$ cat src/rtl/cpu_pkg.sv
// Shared CPU definitions: opcode encodings and the run-control state type.
// Latency: none (declarations only).
// Backpressure: none (declarations only).
package cpu_pkg;

   localparam int OP_W = 3;

   // Opcode encodings; the decoder imports the same constants.
   localparam logic [OP_W-1:0] OP_STORE = 3'b000;
   localparam logic [OP_W-1:0] OP_LOAD  = 3'b001;
   localparam logic [OP_W-1:0] OP_ADD   = 3'b010;
   localparam logic [OP_W-1:0] OP_BEQ   = 3'b101;
   localparam logic [OP_W-1:0] OP_HALT  = 3'b111;

   typedef enum logic [1:0] {
      IDLE   = 2'd0,
      RUN    = 2'd1,
      STEP   = 2'd2,
      HALTED = 2'd3
   } seq_state_t;

endpackage

$ cat src/rtl/edge_detect.sv
// One-flop rising-edge detector.
// Latency: rise_o is combinational from sig_i, qualified by the previous-cycle value.
// Backpressure: none.
// Ports: clk, reset_n (async active-low), sig_i (level in), rise_o (high while sig_i rose this cycle).
module edge_detect (
   input  logic clk,
   input  logic reset_n,
   input  logic sig_i,
   output logic rise_o
);

   logic sig_q;

   always_ff @(posedge clk or negedge reset_n) begin
      if (!reset_n) begin
         sig_q <= 1'b0;
      end else begin
         sig_q <= sig_i;
      end
   end

   assign rise_o = sig_i & ~sig_q;

endmodule

$ cat src/rtl/fetch_sequencer.sv
// Instruction fetch and run control: PC, imem addressing, exec_en gating, run/step/halt FSM.
// Latency: pc -> instr/op combinational; commit and next PC on the same edge (1 instr/cycle in RUN).
// Backpressure: none; step edges seen outside IDLE are dropped, HALTED is left only via restart_i.
// Ports: clk, reset_n; run_i/step_i/restart_i control; imem_addr/imem_data fetch;
//        instr/op to decoder; halt_i/branch_taken_i/branch_target_i from decoder/datapath;
//        exec_en, pc, halted, retired status.
module fetch_sequencer
   import cpu_pkg::*;
#(
   parameter int AW = 4,
   parameter int IW = 12,
   parameter int CW = 16
) (
   input  logic            clk,
   input  logic            reset_n,
   input  logic            run_i,
   input  logic            step_i,
   input  logic            restart_i,
   output logic [AW-1:0]   imem_addr,
   input  logic [IW-1:0]   imem_data,
   output logic [IW-1:0]   instr,
   output logic [OP_W-1:0] op,
   input  logic            halt_i,
   input  logic            branch_taken_i,
   input  logic [AW-1:0]   branch_target_i,
   output logic            exec_en,
   output logic [AW-1:0]   pc,
   output logic            halted,
   output logic [CW-1:0]   retired
);

   seq_state_t      state_q, state_d;
   logic [AW-1:0]   pc_q, pc_d;
   logic [CW-1:0]   retired_q, retired_d;
   logic            step_edge;

   edge_detect u_step_edge (
      .clk     (clk),
      .reset_n (reset_n),
      .sig_i   (step_i),
      .rise_o  (step_edge)
   );

   assign exec_en = (state_q == RUN) || (state_q == STEP);

   always_comb begin
      state_d   = state_q;
      pc_d      = pc_q;
      retired_d = retired_q;

      unique case (state_q)
         IDLE: begin
            // run_i has priority over a coincident step edge
            if (run_i) begin
               state_d = RUN;
            end else if (step_edge) begin
               state_d = STEP;
            end
         end
         RUN: begin
            if (halt_i) begin
               state_d = HALTED;
            end else if (!run_i) begin
               state_d = IDLE;
            end
         end
         STEP: begin
            state_d = halt_i ? HALTED : IDLE;
         end
         HALTED: begin
            if (restart_i) begin
               state_d = IDLE;
               pc_d    = '0;
            end
         end
         default: state_d = IDLE;
      endcase

      // The halting instruction still commits (and counts) but leaves pc in place,
      // even if the datapath also reports a taken branch.
      if (exec_en) begin
         if (halt_i) begin
            pc_d = pc_q;
         end else if (branch_taken_i) begin
            pc_d = branch_target_i;
         end else begin
            pc_d = pc_q + 1'b1;
         end
         if (retired_q != '1) begin
            retired_d = retired_q + 1'b1;
         end
      end
   end

   always_ff @(posedge clk or negedge reset_n) begin
      if (!reset_n) begin
         state_q   <= IDLE;
         pc_q      <= '0;
         retired_q <= '0;
      end else begin
         state_q   <= state_d;
         pc_q      <= pc_d;
         retired_q <= retired_d;
      end
   end

   assign imem_addr = pc_q;
   assign pc        = pc_q;
   assign instr     = imem_data;
   assign op        = imem_data[IW-1 -: OP_W];
   assign halted    = (state_q == HALTED);
   assign retired   = retired_q;

endmodule

$ cat config.mk
export PLATFORM = sky130hd
export DESIGN_NAME = fetch_sequencer
export DESIGN_NICKNAME = d
export VERILOG_FILES = /design/src/rtl/cpu_pkg.sv /design/src/rtl/edge_detect.sv /design/src/rtl/fetch_sequencer.sv
export SDC_FILE = /design/constraint.sdc
export NUM_CORES = 1
export LEC_CHECK = 0
export BUFFER_PORTS_ARGS = -buffer_cell sky130_fd_sc_hd__buf_2
export CAP_MARGIN = 25
export CORE_ASPECT_RATIO = 1.4
export CORE_UTILIZATION = 46
export DETAILED_ROUTE_END_ITERATION = 10
export PLACE_DENSITY = 0.82
export SLEW_MARGIN = 25
export SYNTH_ARGS = -nofsm -noshare
export SYNTH_HDL_FRONTEND = slang
export SYNTH_SLANG_ARGS = --single-unit
$ cat constraint.sdc
create_clock -name clk -period 2 [get_ports clk]
set_clock_uncertainty 0.1 [all_clocks]
set_input_delay 0 -clock clk [delete_from_list [all_inputs] [get_ports clk]]
set_output_delay 0 -clock clk [all_outputs]
set_load 0.01 [all_outputs]
# After elaboration in Yosys (flattened, before gate mapping)

Index checks and enable logic that the tools add are counted.

Bitwise gates (word level): 2
Muxes and demuxes: 12
Reductions and logical operators: 7
Eq/ne operators: 8
$add $sub $neg: 2

Operator list:

| kind                  | number |
|---|---|
| $mux 4                | 5 |
| $add 16x1->16 const B | 1 |
| $ne 16x16->1 const B  | 1 |
| $mux 2                | 6 |
| $pmux 2 s4            | 1 |
| $ne 3x3->1 const B    | 2 |
| $reduce_and 3->1      | 2 |
| $add 4x1->4 const B   | 1 |
| $eq 2x2->1 const B    | 2 |
| $ne 2x2->1 const B    | 2 |
| $reduce_bool 2->1     | 2 |
| $eq 2x1->1 const B    | 1 |
| $logic_not 2->1       | 1 |
| $reduce_and 2->1      | 1 |
| $and 1x1->1           | 1 |
| $logic_or 1x1->1      | 1 |
| $not 1->1             | 1 |

Bits of input ports: 23
Logic and storage cells: 35
Register bits after elaboration: 23
Output and inout bits: 41

# Longest topological paths before layout

Gate-level depths: netlist (run 1).

Depth in word-level cells: 5
Mapped depth: 6
Gate-level depth less buffers: 6

# By module

Synthesis (run 1) repeated with hierarchy kept, for this count alone.

Cells, all modules: 147
Area total of the unflattened synthesis: 1,432.6 um2

Modules (own cells, without submodules):

| module          | seq. area each (um2) | cells an instance | instances | area each (um2) |
|---|---|---|---|---|
| fetch_sequencer | 550.5                | 145               | 1         | 1,393.8 |
| edge_detect     | 25.0                 | 2                 | 1         | 38.8 |

# Worst setup path after synthesis (run 1)

OpenSTA, ideal clock, no wires.

Kind: register -> register
From: reg retired_q[0], in the netlist retired[0]
To: reg retired_q[13], in the netlist retired[13]
Library setup time: 79 ps
Data required time: 1,821 ps
Data arrival time: 1,638 ps
Cell stages (with the launch flop): 7
Path buffers: 1
Slack: 182 ps
Clock period less this slack: 1,818 ps
Path through: dfrtp_1 ha_1 and4_1 and4_4 buf_6 nor4_4 xor2_1

Word-level cells in the longest chain between the ends: 2
Elaborated cells between the ends (all ways): 3
Those cells by class: add/sub: 1; eq/ne: 1; reduce/logical: 1

Ends and longest elaborated chain:

| what                                                  | RTL line               | text |
|---|---|---|
| from (decl)                                           | fetch_sequencer.sv:34  | `logic [CW-1:0] retired_q, retired_d;` |
| from (signal assigned)                                | fetch_sequencer.sv:103 | `retired_q <= retired_d;` |
| branches (longest 2 deep; another with $add 16x1->16) | -                      |  |

Parallel ways; which one is timed is not known.
A chain may end at the register's enable or synchronous reset.

# Worst setup path after layout (run 1)

From: reg retired_q[0], in the netlist retired[0]
To: reg retired_q[1], in the netlist retired[1]

Same word-level chain as after synthesis.

==> results of run 1 <==
==> logic make-up after synthesis <==
logic type               Yosys count
buffers and inverters             26
AO/OA/AOI/OAI                     14
adder cells (fa/ha/maj)            6
flip-flops                        23
AND/OR/NAND/NOR                   45
multiplexers                       5
XOR/XNOR                          14
==> synth_stat cells (all sizes together), types with 3 or more instances <==
master / n / area share
ha: 6 / 0.054
nand2: 11 / 0.029
nand4: 9 / 0.045
nor2: 4 / 0.011
inv: 5 / 0.013
o21ai: 3 / 0.011
buf: 21 / 0.12
xor2: 9 / 0.056
nand3: 3 / 0.011
mux2i: 3 / 0.021
xnor2: 5 / 0.031
dfrtp: 23 / 0.41
and4: 4 / 0.027
nor3: 4 / 0.014
==> through the flow <==
| stage | hold slack, ns | area [sq um] | worst slack [ns] | total power, mW | cells |
|---|---|---|---|---|---|
| 2_1_floorplan | -0.396 | 1400 | 0.182 | 1.32 | 133 |
| 3_3_place_gp | -0.101 | 1460 | 0.165 | 1.49 | 185 |
| 3_5_place_dp | -0.101 | 1460 | 0.0513 | 1.54 | 185 |
| 4_1_cts | 0.0301 | 1710 | 0.0380 | 1.87 | 209 |
| 5_1_grt | 0.0622 | 1720 | 0.00902 | 2.03 | 209 |
| 6_report | 0.0275 | 1720 | 0.0966 | 1.88 | 209 |
==> cell usage in the layout (no fill, tap or decap), types with 2 or more instances in the layout <==
cell and instances:
and3_1 2, and4_1 3, buf_2 36, clkbuf_8 3
dfrtp_1 23, dlygate4sd3_1 20, ha_1 5, inv_1 4
mux2_1 2, mux2i_1 3, nand2_1 11, nand2b_1 2
nand3_1 3, nand4_1 8, nor2_1 4, nor3_1 4
nor4_4 2, o21ai_0 2, o31ai_1 2, xnor2_1 5
xor2_1 9
==> metal layers <==
metal,GRT usage,share of wire,vias up
met4,0.0919,0.033,0
met5,0,0,-
met2,0.316,0.52,38
met3,0.00676,0.035,8
met1,0.211,0.41,532
li1,-,-,528
==> registers in the layout, indices dropped and copies added, names as in the netlist <==
| signal | flops |
|---|---|
| retired | 16 |
| state_q | 2 |
| u_step_edge.sig_q | 1 |
| imem_addr | 4 |
==> power by group through the flow <==
| stage | Combinational (mW) | Clock (mW) | Sequential, mW |
|---|---|---|---|
| after floorplan | 0.555 | 0 | 0.762 |
| after global placement | 0.759 | 0 | 0.730 |
| after detailed placement | 0.803 | 0 | 0.741 |
| after CTS | 0.851 | 0.289 | 0.733 |
| after global routing | 0.964 | 0.309 | 0.755 |
| final | 0.862 | 0.284 | 0.735 |
==> worst min path at each step <==
stage                              end     from  cells after the start  slack, ns
after floorplan           imem_addr[0]  reset_n                      0      -0.40
after global placement    imem_addr[0]  reset_n                      1      -0.10
after detailed placement  imem_addr[0]  reset_n                      1      -0.10
after CTS                   state_q[0]    run_i                      3       0.03
after global routing        state_q[0]    run_i                      3       0.06
final                       state_q[0]    run_i                      3       0.03
==> tightest hold or removal path: stages <==
cell and delay, ns:
buf_2 0.11, a21boi_0 0.10, mux2i_1 0.13
==> layout make-up <==
type / count / area, sq um / area share
Clock buffer: 4 / 45.0 / 0.0262
Tap cell: 37 / 46.3 / 0.0269
Inverter: 5 / 18.8 / 0.0109
Timing Repair Buffer: 56 / 380 / 0.221
Sequential cell: 23 / 576 / 0.335
Multi-Input combinational cell: 84 / 652 / 0.379
==> what timing repair did <==
action                     CTS  global route
hold endpoints to repair    43             0
resized for setup            0             2
setup endpoints to repair    0             8
hold buffers                20             0
==> impl_metrics.csv, run 1 <==
group,metric,value,unit
yosys,synth_top_family_by_area,"simple AND/OR/NAND/NOR gates",
cells_and_area,nets,202,
timing,fin_crit_sh,0.952,
yosys,synth_compound_area_frac,0.0758,
setup_path,endpoint,"retired[1]",
yosys,synth_ff_type,"dfrtp_1",
yosys,muxShareOfSynthArea,0.0375,
setup_path,criticalPathCategory,"register to register",
detailed_routing,drc,0,
clock_tree,cts_tree,"yes",
setup_path,r2r-end,"retired[1]",
setup_path,path_max_fanout,6,
setup_path,cp_num_cells,4,
clock_tree,cts_setup_buffers,0,
global_route,first_global_vias,1018,
cells_and_area,fin_util,0.597,
power_and_ir_drop,p_comb_frac,0.458,
detailed_routing,drt_wl_total,2.82,mm
yosys,synthArstFlopShare,1.00,
setup_path,regToRegStartpoint,"retired[0]",
setup_path,slowest_stage,"dfrtp_1",
timing,finalSetupTns,0,ns
setup_path,path_cells,"ha_1 -> and4_1 -> a41oi_2 -> mux2_1",
power_and_ir_drop,irDropWorstVdd,0.620,mV
power_and_ir_drop,seqPwrFrac,0.391,
die,dieArea,3280,sq um
clock_tree,insertion_delay,0.26,ns
timing,hold_viol_final,0,
setup_path,path_buf_inv,0,
clock_tree,cts_buffer_depth,2,
yosys,syn_area_per_cell,10.5,sq um
setup_path,crit_path_start_kind,"register",
setup_path,crit_required,2.05,ns
power_and_ir_drop,p_sw_frac,0.408,
timing,fmax,0.525,GHz
setup_path,reg2reg_depth,4,
setup_path,crit_start,"retired[0]",
worst_hold_path,hold_class,"input port to register",
global_route,grt_overflow,0,
setup_path,slowest_delay,0.46,ns
timing,relSlewSlack,0.658,
die,num_rows,23,
clock_tree,clock-root-buffer,"clkbuf_8",
place,hpwl,2.01,mm
power_and_ir_drop,leakagePower,0.847,nW
global_route,grt_use_total,0.174,
clock_tree,path_clk_slew,0.08,ns
global_route,grt_max_degree,24,
detailed_routing,detail-route-antenna-nets,0,
setup_path,crit_path_end_kind,"register",
die,die_y,67.3,um
timing,drv_slew,0,
power_and_ir_drop,p_switching,0.767,mW
cells_and_area,fill_cells,265,
yosys,synth_fa_ha_area_frac,0.0535,
yosys,synth-edff-count,0,
timing,finalSetupViolations,0,
detailed_routing,wl_per_cell,13.5,um
power_and_ir_drop,p_clk_frac,0.151,
global_route,antenna_found_initial,0,
setup_path,crit_family,"flip-flops",
yosys,synth_xor_area_frac,0.0874,
yosys,netlist_area,1400,sq um
power_and_ir_drop,p_per_area,1090,nW/um^2
clock_tree,numCtsBuffers,3,
setup_path,r2r_setup_slack,0.1,ns
detailed_routing,firstDrtPassIters,4,
yosys,synth_nets,162,
die,start_util,0.487,
yosys,yosysWarnings,0,
power_and_ir_drop,p_int,1.11,mW
cells_and_area,syn_to_final_growth,22.5,%
die,core,2880,sq um
flow_run,cap_violations,0,
timing,period_minus_slack,1.90,ns
detailed_routing,avgViaCountPerCell,5.29,
timing,worst_slew_pin_slew,0.513,ns
cells_and_area,drive_above_1_share,0.273,
yosys,synth.ff_latch_count,23,
outcome,status,"finished clean",
yosys,synth-simple-area-share,0.204,
yosys,synth.distinct_cells,37,
die,die_x,48.7,um
place,gp_congestion,0.848,
setup_path,cp.arrival,1.95,ns
cells_and_area,insertedDiodeCount,0,
timing,rsz0062_at_grt,"false",
place,io_buffers,36,
yosys,ys_seq_area_frac,0.410,
detailed_routing,num_vias,1106,
yosys,syn_inst,133,
detailed_routing,dr.first_iter.drc_count,19,
global_route,grt_pass1_wl,4.42,mm
clock_tree,cts_max_level,1,
clock_tree,cts.sinks,23,
die,ios,64,
No activity file was read; power rests on OpenSTA's default activity.
==> run 2, diff against run 1 <==
==> constraint.sdc (replaced) <==
create_clock -name clk -period 2 [get_ports clk]
set_clock_uncertainty 0.1 [all_clocks]
set_input_delay 0.4 -clock clk [delete_from_list [all_inputs] [get_ports clk]]
set_output_delay 0.4 -clock clk [all_outputs]
set_load 0.01 [all_outputs]
==> impl_metrics.csv, run 2 (synthesis gave the netlist of run 1 again) <==
group,metric,value,unit
outcome,status,"finished with violations",
outcome,violations,"negative hold slack",
setup_path,path_max_fanout,9,
cells_and_area,final_common_cell,"buf_2",
timing,worst_slew_pin_slew,0.499,ns
setup_path,crit_required,2.08,ns
die,core,2880,sq um
timing,relSlewSlack,0.668,
cells_and_area,drive_above_1_share,0.320,
timing,finalSetupViolations,0,
global_route,grt_overflow,0,
detailed_routing,drt_wl_total,2.65,mm
worst_hold_path,hold_class,"input port to asynchronous set/reset pin",
detailed_routing,firstDrtPassIters,4,
power_and_ir_drop,p_total,1.83,mW
die,die_y,67.3,um
setup_path,crit_path_end_kind,"register",
global_route,grt_pass1_wl,4.31,mm
power_and_ir_drop,p_switching,0.738,mW
detailed_routing,num_vias,1013,
power_and_ir_drop,seqPwrFrac,0.394,
power_and_ir_drop,p_sw_frac,0.402,
cells_and_area,nets,183,
power_and_ir_drop,p_comb_frac,0.452,
clock_tree,cts_tree,"yes",
detailed_routing,detail-route-antenna-nets,0,
clock_tree,cts_hold_buf,0,
power_and_ir_drop,leakagePower,0.768,nW
flow_run,cap_violations,0,
power_and_ir_drop,p_clk_frac,0.153,
cells_and_area,syn_to_final_growth,9.10,%
timing,fin_crit_sh,0.938,
timing,drv_slew,0,
timing,period_minus_slack,1.88,ns
setup_path,crit_path_start_kind,"register",
power_and_ir_drop,p_int,1.10,mW
place,hpwl,2.03,mm
clock_tree,cts_buffer_depth,2,
power_and_ir_drop,p_per_area,1200,nW/um^2
timing,fmax,0.533,GHz
clock_tree,cts.sinks,23,
clock_tree,numCtsBuffers,3,
clock_tree,cts_setup_buffers,0,
cells_and_area,layout_common_cells,"36 x buf_2, 23 x dfrtp_1, 11 x nand2_1",
global_route,antenna_found_initial,0,
clock_tree,clock-root-buffer,"clkbuf_8",
cells_and_area,insertedDiodeCount,0,
clock_tree,cts_max_level,1,
cells_and_area,largest_register_ffs,16,
die,num_rows,23,
timing,finalSetupTns,0,ns
detailed_routing,dr.first_iter.drc_count,20,
global_route,first_global_vias,932,
setup_path,cp.arrival,1.95,ns
global_route,grt_max_degree,24,
clock_tree,insertion_delay,0.26,ns
global_route,grt_use_total,0.171,
timing,rsz0062_at_grt,"false",
setup_path,criticalPathCategory,"register to register",
cells_and_area,fin_util,0.532,
timing,whs,-0.00331,ns
timing,hold_viol_final,22,
place,gp_congestion,0.857,
power_and_ir_drop,irDropWorstVdd,0.674,mV
die,start_util,0.487,
detailed_routing,wl_per_cell,14.0,um
setup_path,regToRegStartpoint,"state_q[0]",
detailed_routing,avgViaCountPerCell,5.33,
setup_path,crit_start,"state_q[0]",
die,die_x,48.7,um
clock_tree,path_clk_slew,0.08,ns
die,dieArea,3280,sq um
detailed_routing,drc,0,
die,ios,64,
cells_and_area,fill_cells,279,
place,io_buffers,36,
-- run 2: cell count changes in the layout (fill, tap and decap cells not counted), sizes merged --
cell	change
buf	+1
dlygate4sd3	-20
-- run 2: critical path, cell delays in order (launching register included) --
cell     delay, ns
dfrtp_1       0.38
inv_1         0.09
ha_2          0.42
nand4_2       0.27
nor4_4        0.33
xor2_1        0.20
-- run 2: area by class of cell --
class                      instances  area (sq um)  area share
clock buffer                       4          45.0      0.0294
multi-input combinational         84           657       0.429
sequential                        23           576       0.376
tap                               37          46.3      0.0303
inverter                           5          18.8      0.0123
timing repair buffer              37           188       0.123
-- run 2: timing repair --
item                       4_1_cts  5_1_grt
hold endpoints to repair         0        0
resized for setup                0        3
setup endpoints to repair        0       13
-- run 2: metal layers --
metal  wire length [um]  global-route usage  vias up
li1                   -                   -      490
met1               1050               0.194      491
met2               1440               0.321       25
met3                 99             0.00901        7
met4                 65              0.0956        0
met5                  0                   0        -
-- run 2: path summary, 6_finish.rpt --
path	depth (start not counted)	slack, ns	end
setup / recovery	5	0.12	retired[13]
hold reg to reg	1	0.39	retired[7]
hold / removal	1	-0.003	retired[15]
setup reg to reg	5	0.12	retired[13]
min in group clk	1	0.16	u_step_edge.sig_q
max in group asynchronous	1	1.47	retired[2]
-- run 2: power by group through the flow --
stage / Clock (mW) / Combinational (mW) / Sequential (mW)
floorplan: 0 / 0.555 / 0.762
global placement: 0 / 0.785 / 0.720
detailed placement: 0 / 0.821 / 0.732
CTS: 0.289 / 0.825 / 0.723
global route: 0.308 / 0.937 / 0.742
finish: 0.281 / 0.830 / 0.723
-- run 2: metrics by stage --
step                setup WS, ns  area [sq um]  hold slack, ns  cells
floorplan                  0.182          1400         0.00441    133
global placement           0.162          1470           0.300    186
detailed placement        0.0419          1470           0.296    186
CTS                       0.0300          1520          0.0124    190
global route             0.00497          1530          0.0399    190
finish                     0.123          1530        -0.00331    190
